===== config.mk =====
export PLATFORM = sky130hd
export DESIGN_NAME = complex_mult_host
export DESIGN_NICKNAME = d
export VERILOG_FILES = /design/src/rtl/complex_mult_host.sv
export SDC_FILE = /design/constraint.sdc
export NUM_CORES = 1
export LEC_CHECK = 0
export ABC_AREA = 1
export CORE_MARGIN = 4
export CORE_UTILIZATION = 54
export DETAILED_ROUTE_END_ITERATION = 10
export PLACE_DENSITY_LB_ADDON = 0.1
export SYNTH_ARGS = -nofsm -noshare
export SYNTH_HDL_FRONTEND = slang
export SYNTH_SLANG_ARGS = --single-unit

===== constraint.sdc =====
create_clock -name clk -period 10.7 [get_ports clk]
set_input_delay 3.21 -clock clk [delete_from_list [all_inputs] [get_ports clk]]
set_output_delay 3.21 -clock clk [all_outputs]
set_load 0.03 [all_outputs]

===== src/rtl/complex_mult_host.sv =====
// rtl/complex_mult_host.sv - operand FIFO and handshake initiator for the complex multiplier (optional watchdog: CMH_TIMEOUT_EN)
module complex_mult_host #(
    parameter int DATA_WIDTH     = 8,
    parameter int FIFO_DEPTH     = 4,
    parameter int TIMEOUT_CYCLES = 64
) (
    input  logic                      clk,
    input  logic                      rst,
    input  logic                      sw_rst,
    input  logic                      in_wr,
    input  logic [4*DATA_WIDTH-1:0]   in_data,
    output logic                      in_full,
    output logic                      op_val,
    input  logic                      op_ready,
    output logic [4*DATA_WIDTH-1:0]   op_data,
    input  logic                      res_val,
    output logic                      res_ready,
    input  logic [4*DATA_WIDTH-1:0]   res_data,
    output logic                      out_val,
    input  logic                      out_ready,
    output logic [2*DATA_WIDTH-1:0]   out_re,
    output logic [2*DATA_WIDTH-1:0]   out_im,
    output logic                      busy,
    output logic [15:0]               txn_cnt
`ifdef CMH_TIMEOUT_EN
    ,
    output logic                      timeout_err
`endif
);

    localparam int AW = $clog2(FIFO_DEPTH);
    localparam int DW4 = 4 * DATA_WIDTH;
    localparam int DW2 = 2 * DATA_WIDTH;

    typedef enum logic [1:0] {IDLE, ISSUE, WAIT_RES, DELIVER} state_t;

    state_t           state_q, state_d;
    logic [DW4-1:0]   mem_q [FIFO_DEPTH];
    logic [DW4-1:0]   mem_d [FIFO_DEPTH];
    logic [AW:0]      wr_ptr_q, wr_ptr_d;
    logic [AW:0]      rd_ptr_q, rd_ptr_d;
    logic             op_val_q, op_val_d;
    logic [DW4-1:0]   op_data_q, op_data_d;
    logic             res_ready_q, res_ready_d;
    logic             out_val_q, out_val_d;
    logic [DW2-1:0]   out_re_q, out_re_d;
    logic [DW2-1:0]   out_im_q, out_im_d;
    logic [15:0]      txn_cnt_q, txn_cnt_d;
`ifdef CMH_TIMEOUT_EN
    logic [15:0]      wd_cnt_q, wd_cnt_d;
    logic             timeout_err_q, timeout_err_d;
`endif

    logic fifo_empty;
    logic fifo_full;

    // The extra pointer bit separates a full FIFO from an empty one
    assign fifo_empty = (wr_ptr_q == rd_ptr_q);
    assign fifo_full  = (wr_ptr_q[AW] != rd_ptr_q[AW]) &&
                        (wr_ptr_q[AW-1:0] == rd_ptr_q[AW-1:0]);

    // FIFO push/pop, transaction FSM and output registers; sw_rst overrides everything
    always_comb begin
        state_d     = state_q;
        mem_d       = mem_q;
        wr_ptr_d    = wr_ptr_q;
        rd_ptr_d    = rd_ptr_q;
        op_val_d    = op_val_q;
        op_data_d   = op_data_q;
        res_ready_d = res_ready_q;
        out_val_d   = out_val_q;
        out_re_d    = out_re_q;
        out_im_d    = out_im_q;
        txn_cnt_d   = txn_cnt_q;
`ifdef CMH_TIMEOUT_EN
        wd_cnt_d      = wd_cnt_q;
        timeout_err_d = timeout_err_q;
`endif

        // Full is judged on the registered pointers, so a write in a pop cycle is still dropped
        if (in_wr && !fifo_full) begin
            mem_d[wr_ptr_q[AW-1:0]] = in_data;
            wr_ptr_d = wr_ptr_q + 1'b1;
        end

        case (state_q)
            IDLE: begin
                if (!fifo_empty) begin
                    state_d   = ISSUE;
                    op_val_d  = 1'b1;
                    op_data_d = mem_q[rd_ptr_q[AW-1:0]];
                end
            end
            ISSUE: begin
                if (op_ready) begin
                    rd_ptr_d    = rd_ptr_q + 1'b1;
                    op_val_d    = 1'b0;
                    res_ready_d = 1'b1;
                    state_d     = WAIT_RES;
`ifdef CMH_TIMEOUT_EN
                    wd_cnt_d    = 16'd0;
`endif
                end
            end
            WAIT_RES: begin
                if (res_val && res_ready_q) begin
                    out_re_d    = res_data[DW4-1:DW2];
                    out_im_d    = res_data[DW2-1:0];
                    res_ready_d = 1'b0;
                    out_val_d   = 1'b1;
                    state_d     = DELIVER;
                end
`ifdef CMH_TIMEOUT_EN
                else if (wd_cnt_q + 16'd1 == 16'(TIMEOUT_CYCLES)) begin
                    // Abandon the stuck entry; it is not retried
                    res_ready_d   = 1'b0;
                    timeout_err_d = 1'b1;
                    wd_cnt_d      = 16'd0;
                    state_d       = IDLE;
                end else begin
                    wd_cnt_d = wd_cnt_q + 16'd1;
                end
`endif
            end
            DELIVER: begin
                if (out_ready) begin
                    out_val_d = 1'b0;
                    txn_cnt_d = txn_cnt_q + 16'd1;
                    state_d   = IDLE;
                end
            end
            default: state_d = IDLE;
        endcase

        if (sw_rst) begin
            state_d     = IDLE;
            wr_ptr_d    = '0;
            rd_ptr_d    = '0;
            op_val_d    = 1'b0;
            op_data_d   = '0;
            res_ready_d = 1'b0;
            out_val_d   = 1'b0;
            out_re_d    = '0;
            out_im_d    = '0;
            txn_cnt_d   = 16'd0;
`ifdef CMH_TIMEOUT_EN
            wd_cnt_d      = 16'd0;
            timeout_err_d = 1'b0;
`endif
        end
    end

    // State and datapath registers with asynchronous reset
    always_ff @(posedge clk or posedge rst) begin
        if (rst) begin
            state_q     <= IDLE;
            for (int i = 0; i < FIFO_DEPTH; i++) mem_q[i] <= '0;
            wr_ptr_q    <= '0;
            rd_ptr_q    <= '0;
            op_val_q    <= 1'b0;
            op_data_q   <= '0;
            res_ready_q <= 1'b0;
            out_val_q   <= 1'b0;
            out_re_q    <= '0;
            out_im_q    <= '0;
            txn_cnt_q   <= 16'd0;
`ifdef CMH_TIMEOUT_EN
            wd_cnt_q      <= 16'd0;
            timeout_err_q <= 1'b0;
`endif
        end else begin
            state_q     <= state_d;
            mem_q       <= mem_d;
            wr_ptr_q    <= wr_ptr_d;
            rd_ptr_q    <= rd_ptr_d;
            op_val_q    <= op_val_d;
            op_data_q   <= op_data_d;
            res_ready_q <= res_ready_d;
            out_val_q   <= out_val_d;
            out_re_q    <= out_re_d;
            out_im_q    <= out_im_d;
            txn_cnt_q   <= txn_cnt_d;
`ifdef CMH_TIMEOUT_EN
            wd_cnt_q      <= wd_cnt_d;
            timeout_err_q <= timeout_err_d;
`endif
        end
    end

    assign in_full   = fifo_full;
    assign op_val    = op_val_q;
    assign op_data   = op_data_q;
    assign res_ready = res_ready_q;
    assign out_val   = out_val_q;
    assign out_re    = out_re_q;
    assign out_im    = out_im_q;
    assign busy      = (state_q != IDLE) || !fifo_empty;
    assign txn_cnt   = txn_cnt_q;
`ifdef CMH_TIMEOUT_EN
    assign timeout_err = timeout_err_q;
`endif

endmodule

==> flow_summary.ini, run 1 <==
[route]
vias_per_cell = 5.42
vias = 8064
drt_wl_total_mm = 23.1
first_pass_iters = 5
dr_wl_met3_mm = 1.51
dr_wl_met2_mm = 10.4
drtIter0Drc = 601
avgRoutedWirePerCell_microns = 15.5
drc_errors = 0
wl_met1_mm = 10.8
ant_nets = 0
top_layer_used = met4

[timing]
setup_viol = 0
fin_crit_ns = 6.15
rsz0062_at_grt = false
hold_viol_final = 0
fin_crit_sh_pct = 57.4
tightest_slew_ns = 1.16
max_freq_mhz = 163
finalSetupTns_ns = 0
relSlewSlack_pct = 22.4
fin_skew_ns = 0.0140
finalMaxSlewViolations = 0

[pwr]
pwr-share-clk_pct = 24.8
p_comb_share_pct = 36.2
peakVddDrop_v = 0.000175
seqPwrFrac_pct = 39.0
p_per_area_mw_per_mm2 = 265
p_int_w = 0.00200
netSwitchingFraction_pct = 37.5
p_sw_w = 0.00120
leakagePower_nw = 5.67

[cells_and_area]
fin_area_sq_mm = 0.0120
n_antenna_cell = 0
fillCellCount = 1528
drive_gt1_share_pct = 4.68
seqCellArea_sq_mm = 0.00548
area_delta_synth_final_pct = 22.3
multi_input_area_sq_mm = 0.00368
nNetsFinal = 1327
mostFrequentLayoutCells = nand2_1 (280), dfrtp_1 (218), clkdlybuf4s50_1 (155), o21ai_1 (118), o21ai_0 (115)
final_common_cell = nand2_1

[grt]
grt_pass1_vias = 7733
overflow = 0
antenna_found_initial = 0
grt_max_degree = 150
grt_use_total_pct = 22.8
grt_pass1_wl_mm = 38.5

[clock_tree]
cts_sinks = 219
cts_setup_buffers = 0
cts_buffers = 24
insertion_delay_ns = 0.51
cts_max_level = 1
cts_tree = built
cts_resized = 0
hold_buffers = 0
path_clk_slew_ns = 0.06
root_buffer = clkbuf_16
clockBufferDepth = 3

[floorplan]
die_w_microns = 143
io_pins = 156
dieArea_sq_mm = 0.0205
initial_core_util_pct = 54.8
core_area_sq_mm = 0.0180
rows = 49
die_h_microns = 143

[logic_synthesis]
synth_area_leader_cell = dfrtp_1
netlist_instances = 1131
syn-cell-area_sq_mm = 0.00985
synth_nets = 1213
synth.top_cells.by_area = dfrtp_1 (56%), nand2_1 (11%), o21ai_1 (6.0%)
ys_ff_latch = 219
yosysSeqAreaShare_pct = 55.7
synth_top_area_share_pct = 55.7
synth.avg_cell_area_sq_um = 8.71
ys_types = 33
ys.warnings.count = 0

[critical_path]
rrSetupSlack_ns = 7.47
startpoint_type = register
required_ns = 7.49
reg2regPathDepth = 9
path_cells = inv_2 > nand2_1 > nand2_2 > nor2_8 > nand3_1 > clkdlybuf4s50_1
cpPeakStageDelay_ns = 0.83
crit_fanout = 67
startpoint = rd_ptr_q[0]
cpMaxStageDelayCell = inv_2
regToRegStartpoint = rd_ptr_q[0]
setup.worst_path.end = busy
crit_arrival_ns = 2.94
critPathKind = reg2out
worstReg2RegEnd = op_data[17]
cp-end-kind = primary output

[run]
cap_violations = 0

[placed_design]
hpwl_mm = 13.3
port_buffers = 155
gp_congestion = 0.819
dpl_cell_area_sq_mm = 0.0113

[worst_hold_path]
hp-class = reg2reg

[status]
outcome = complete, no violations
==> how the worst min path moves through the flow <==
| stage | from | end | slack (ns) | cells after the start |
|---|---|---|---|---|
| global placement | out_re[8] | out_re[8] | 0.46 | 2 |
| detailed placement | op_val | op_val | 0.46 | 2 |
| global route | out_im[13] | out_im[13] | 0.50 | 2 |
| finish | op_val | op_val | 0.47 | 2 |
| floorplan | mem_q[32] | mem_q[32] | 0.45 | 2 |
| CTS | op_val | op_val | 0.48 | 2 |
==> cell usage after synthesis (all sizes together) <==
master    n
nand2   286
o21ai   233
dfrtp   219
nor2     96
nand3    92
inv      62
buf      47
o22ai    32
clkbuf   24
ha       11
a21oi     8
nand4     5
nor3      5
o21bai    2
o31ai     2
a21o      1
and3      1
clkinv    1
o211ai    1
or2       1
xnor2     1
xor2      1
==> flip-flops by register name (all words and copies together) (netlist names) <==
| signal | flops |
|---|---|
| mem_q | 128 |
| op_data | 32 |
| op_val | 1 |
| out_im | 16 |
| out_re | 16 |
| out_val | 1 |
| rd_ptr_q | 3 |
| res_ready | 1 |
| state_q | 2 |
| txn_cnt | 16 |
| wr_ptr_q | 3 |
==> final cells by class <==
| cell class | count | area share (%) |
|---|---|---|
| Clock buffer | 39 | 6.21 |
| Clock inverter | 2 | 0.135 |
| Inverter | 63 | 2.05 |
| Multi-Input combinational cell | 778 | 30.6 |
| Sequential cell | 219 | 45.5 |
| Tap cell | 229 | 2.38 |
| Timing Repair Buffer | 159 | 13.1 |
==> layer usage <==
metal  global-route usage (%)  vias to the layer above
li1                         -                     3973
met1                     33.2                     3834
met2                     36.9                      229
met3                     3.05                       28
met4                     4.85                        0
met5                        0                        -
==> cells by family after synthesis <==
family,share of synthesized area [%]
buffers and inverters,6.96
AOI/OAI and AO/OA,14.8
and+or+nand+nor,21.0
adders and majority gates,1.40
xor gates and xnor gates,0.254
DFF,55.7
==> per-stage QoR <==
stage          std cells  hold WS (ns)  setup slack, ns  utilization [%]  total power [W]
5_1_grt             1489         0.497             4.41             67.0          0.00341
4_1_cts             1489         0.476             4.57             67.0          0.00322
3_3_place_gp        1448         0.464             4.98             62.8          0.00239
3_5_place_dp        1448         0.461             4.94             62.8          0.00241
2_1_floorplan       1131         0.454             1.50                -          0.00204
6_report            1489         0.472             4.55             67.0          0.00319
==> critical path, delay by kind of cell, from the launching register on <==
family | cells | cell delay (ns)
buffers and inverters | 2 | 1.52
DFF | 1 | 0.40
and+or+nand+nor | 4 | 0.49
==> power by group through the flow <==
stage	Sequential [W]	Clock [W]	Combinational, W
floorplan	0.00141	0	0.000632
global placement	0.00125	0	0.00115
detailed placement	0.00126	0	0.00116
CTS	0.00125	0.000806	0.00117
global route	0.00128	0.000843	0.00129
finish	0.00125	0.000791	0.00116
Note: power is estimated with default switching activity, not from simulation.
==> run 2: changes to the inputs <==
==> constraint.sdc (replaced) <==
create_clock -name clk -period 6 [get_ports clk]
set_input_delay 1.8 -clock clk [delete_from_list [all_inputs] [get_ports clk]]
set_output_delay 1.8 -clock clk [all_outputs]
set_load 0.03 [all_outputs]
==> flow_summary.ini, run 2 (synthesized netlist as in run 1, its figures left out) <==
[status]
outcome = complete, no violations

[cells_and_area]
largest_register_ffs = 128
n_antenna_cell = 0
mostFrequentLayoutCells = nand2_1 (280), dfrtp_1 (218), clkdlybuf4s50_1 (155), o21ai_1 (118), o21ai_0 (115)
area_delta_synth_final_pct = 23.1
regMostFlops = mem_q
drive_gt1_share_pct = 4.99
fillCellCount = 1503
final_common_cell = nand2_1
nNetsFinal = 1329

[critical_path]
path_cells = buf_4 > inv_2 > nand2_1 > nand2_2 > nor2_8 > nand2_8 > inv_1 > clkdlybuf4s50_1
startpoint = rd_ptr_q[0]
startpoint_type = register
cpPeakStageDelay_ns = 0.67
cpMaxStageDelayCell = clkdlybuf4s50_1
crit_arrival_ns = 2.86
required_ns = 4.20
crit_fanout = 44
regToRegStartpoint = rd_ptr_q[1]
cp-end-kind = primary output
critPathKind = reg2out

[clock_tree]
clockBufferDepth = 3
hold_buffers = 0
root_buffer = clkbuf_16
cts_buffers = 24
cts_setup_buffers = 0
path_clk_slew_ns = 0.06
cts_max_level = 1
insertion_delay_ns = 0.51
cts_sinks = 219
cts_tree = built
cts_resized = 0

[route]
first_pass_iters = 7
drt_wl_total_mm = 23.5
vias = 8210
drc_errors = 0
ant_nets = 0
vias_per_cell = 5.51
drtIter0Drc = 593
avgRoutedWirePerCell_microns = 15.7

[pwr]
p_total_w = 0.00579
peakVddDrop_v = 0.000299
leakagePower_nw = 5.70
p_per_area_mw_per_mm2 = 478

[floorplan]
rows = 49
initial_core_util_pct = 54.8
die_w_microns = 143
io_pins = 156
die_h_microns = 143
core_area_sq_mm = 0.0180
dieArea_sq_mm = 0.0205

[grt]
grt_use_total_pct = 23.0
overflow = 0
grt_pass1_wl_mm = 38.9
antenna_found_initial = 0
grt_pass1_vias = 7730
grt_max_degree = 101

[placed_design]
gp_congestion = 0.791
port_buffers = 155
hpwl_mm = 14.0

[timing]
finalSetupTns_ns = 0
fin_crit_sh_pct = 77.6
max_freq_mhz = 215
rsz0062_at_grt = false
finalMaxSlewViolations = 0
hold_viol_final = 0
fin_crit_ns = 4.66
fin_skew_ns = 0.0109
setup_viol = 0
relSlewSlack_pct = 37.9
tightest_slew_ns = 0.929

[worst_hold_path]
hp-class = reg2reg
min_from = mem_q[63]

[run]
cap_violations = 0
## run 2: cell count changes in the layout (fill, tap and decap cells not counted)
cell	delta
clkinv_2	+1
buf_12	+2
clkinvlp_4	+1
bufinv_16	+2
clkbuf_1	-2
inv_8	-2
## run 2: final timing paths
path / to / slack [ns] / cells past startpoint
setup reg to reg: op_data[25] / 2.95 / 10
hold / removal: mem_q[63] / 0.49 / 2
min in group asynchronous: txn_cnt[1] / 1.83 / 2
setup / recovery: in_full / 1.34 / 8
hold reg to reg: mem_q[63] / 0.49 / 2
max in group asynchronous: out_re[6] / 3.18 / 3
## run 2: power breakdown
part | switching, W | total (W) | internal, W
combinational | 0.00129 | 0.00205 | 0.000757
sequential | 0.000283 | 0.00224 | 0.00196
clock | 0.000568 | 0.00150 | 0.000928
total | 0.00214 | 0.00579 | 0.00365
## run 2: per-layer routing
metal	vias up	routed length [microns]	share of wire (%)	track usage, %
met2	259	10600	45	36.2
met5	-	0	0	0
met3	33	1760	7.5	3.55
met1	3933	10800	46	34.3
li1	3985	-	-	-
met4	0	387	1.6	5.10
## run 2: layout make-up
| type | count | area (sq um) | share of cell area, % |
|---|---|---|---|
| Sequential cell | 219 | 5480 | 45.2 |
| Timing Repair Buffer | 161 | 1620 | 13.4 |
| Tap cell | 229 | 287 | 2.36 |
| Clock inverter | 4 | 70.1 | 0.578 |
| Multi-Input combinational cell | 778 | 3680 | 30.4 |
| Inverter | 63 | 243 | 2.00 |
| Clock buffer | 37 | 741 | 6.11 |
## run 2: worst max-delay path: cells and delay by family, from the launching register on
kind | cells | cell delay (ns)
buffers and inverters | 4 | 1.32
DFF | 1 | 0.62
and+or+nand+nor | 4 | 0.39
## run 2: through the flow
step           utilization (%)  instance area (sq um)  setup slack (ns)  hold slack (ns)  std cells
3_5_place_dp              63.0                  11300              1.72            0.473       1450
6_report                  67.5                  12100              1.34            0.485       1491
3_3_place_gp              63.0                  11300              1.77            0.464       1450
2_1_floorplan                -                   9850              1.35            0.454       1131
4_1_cts                   67.5                  12100              1.32            0.487       1491
5_1_grt                   67.5                  12100              1.21            0.500       1491
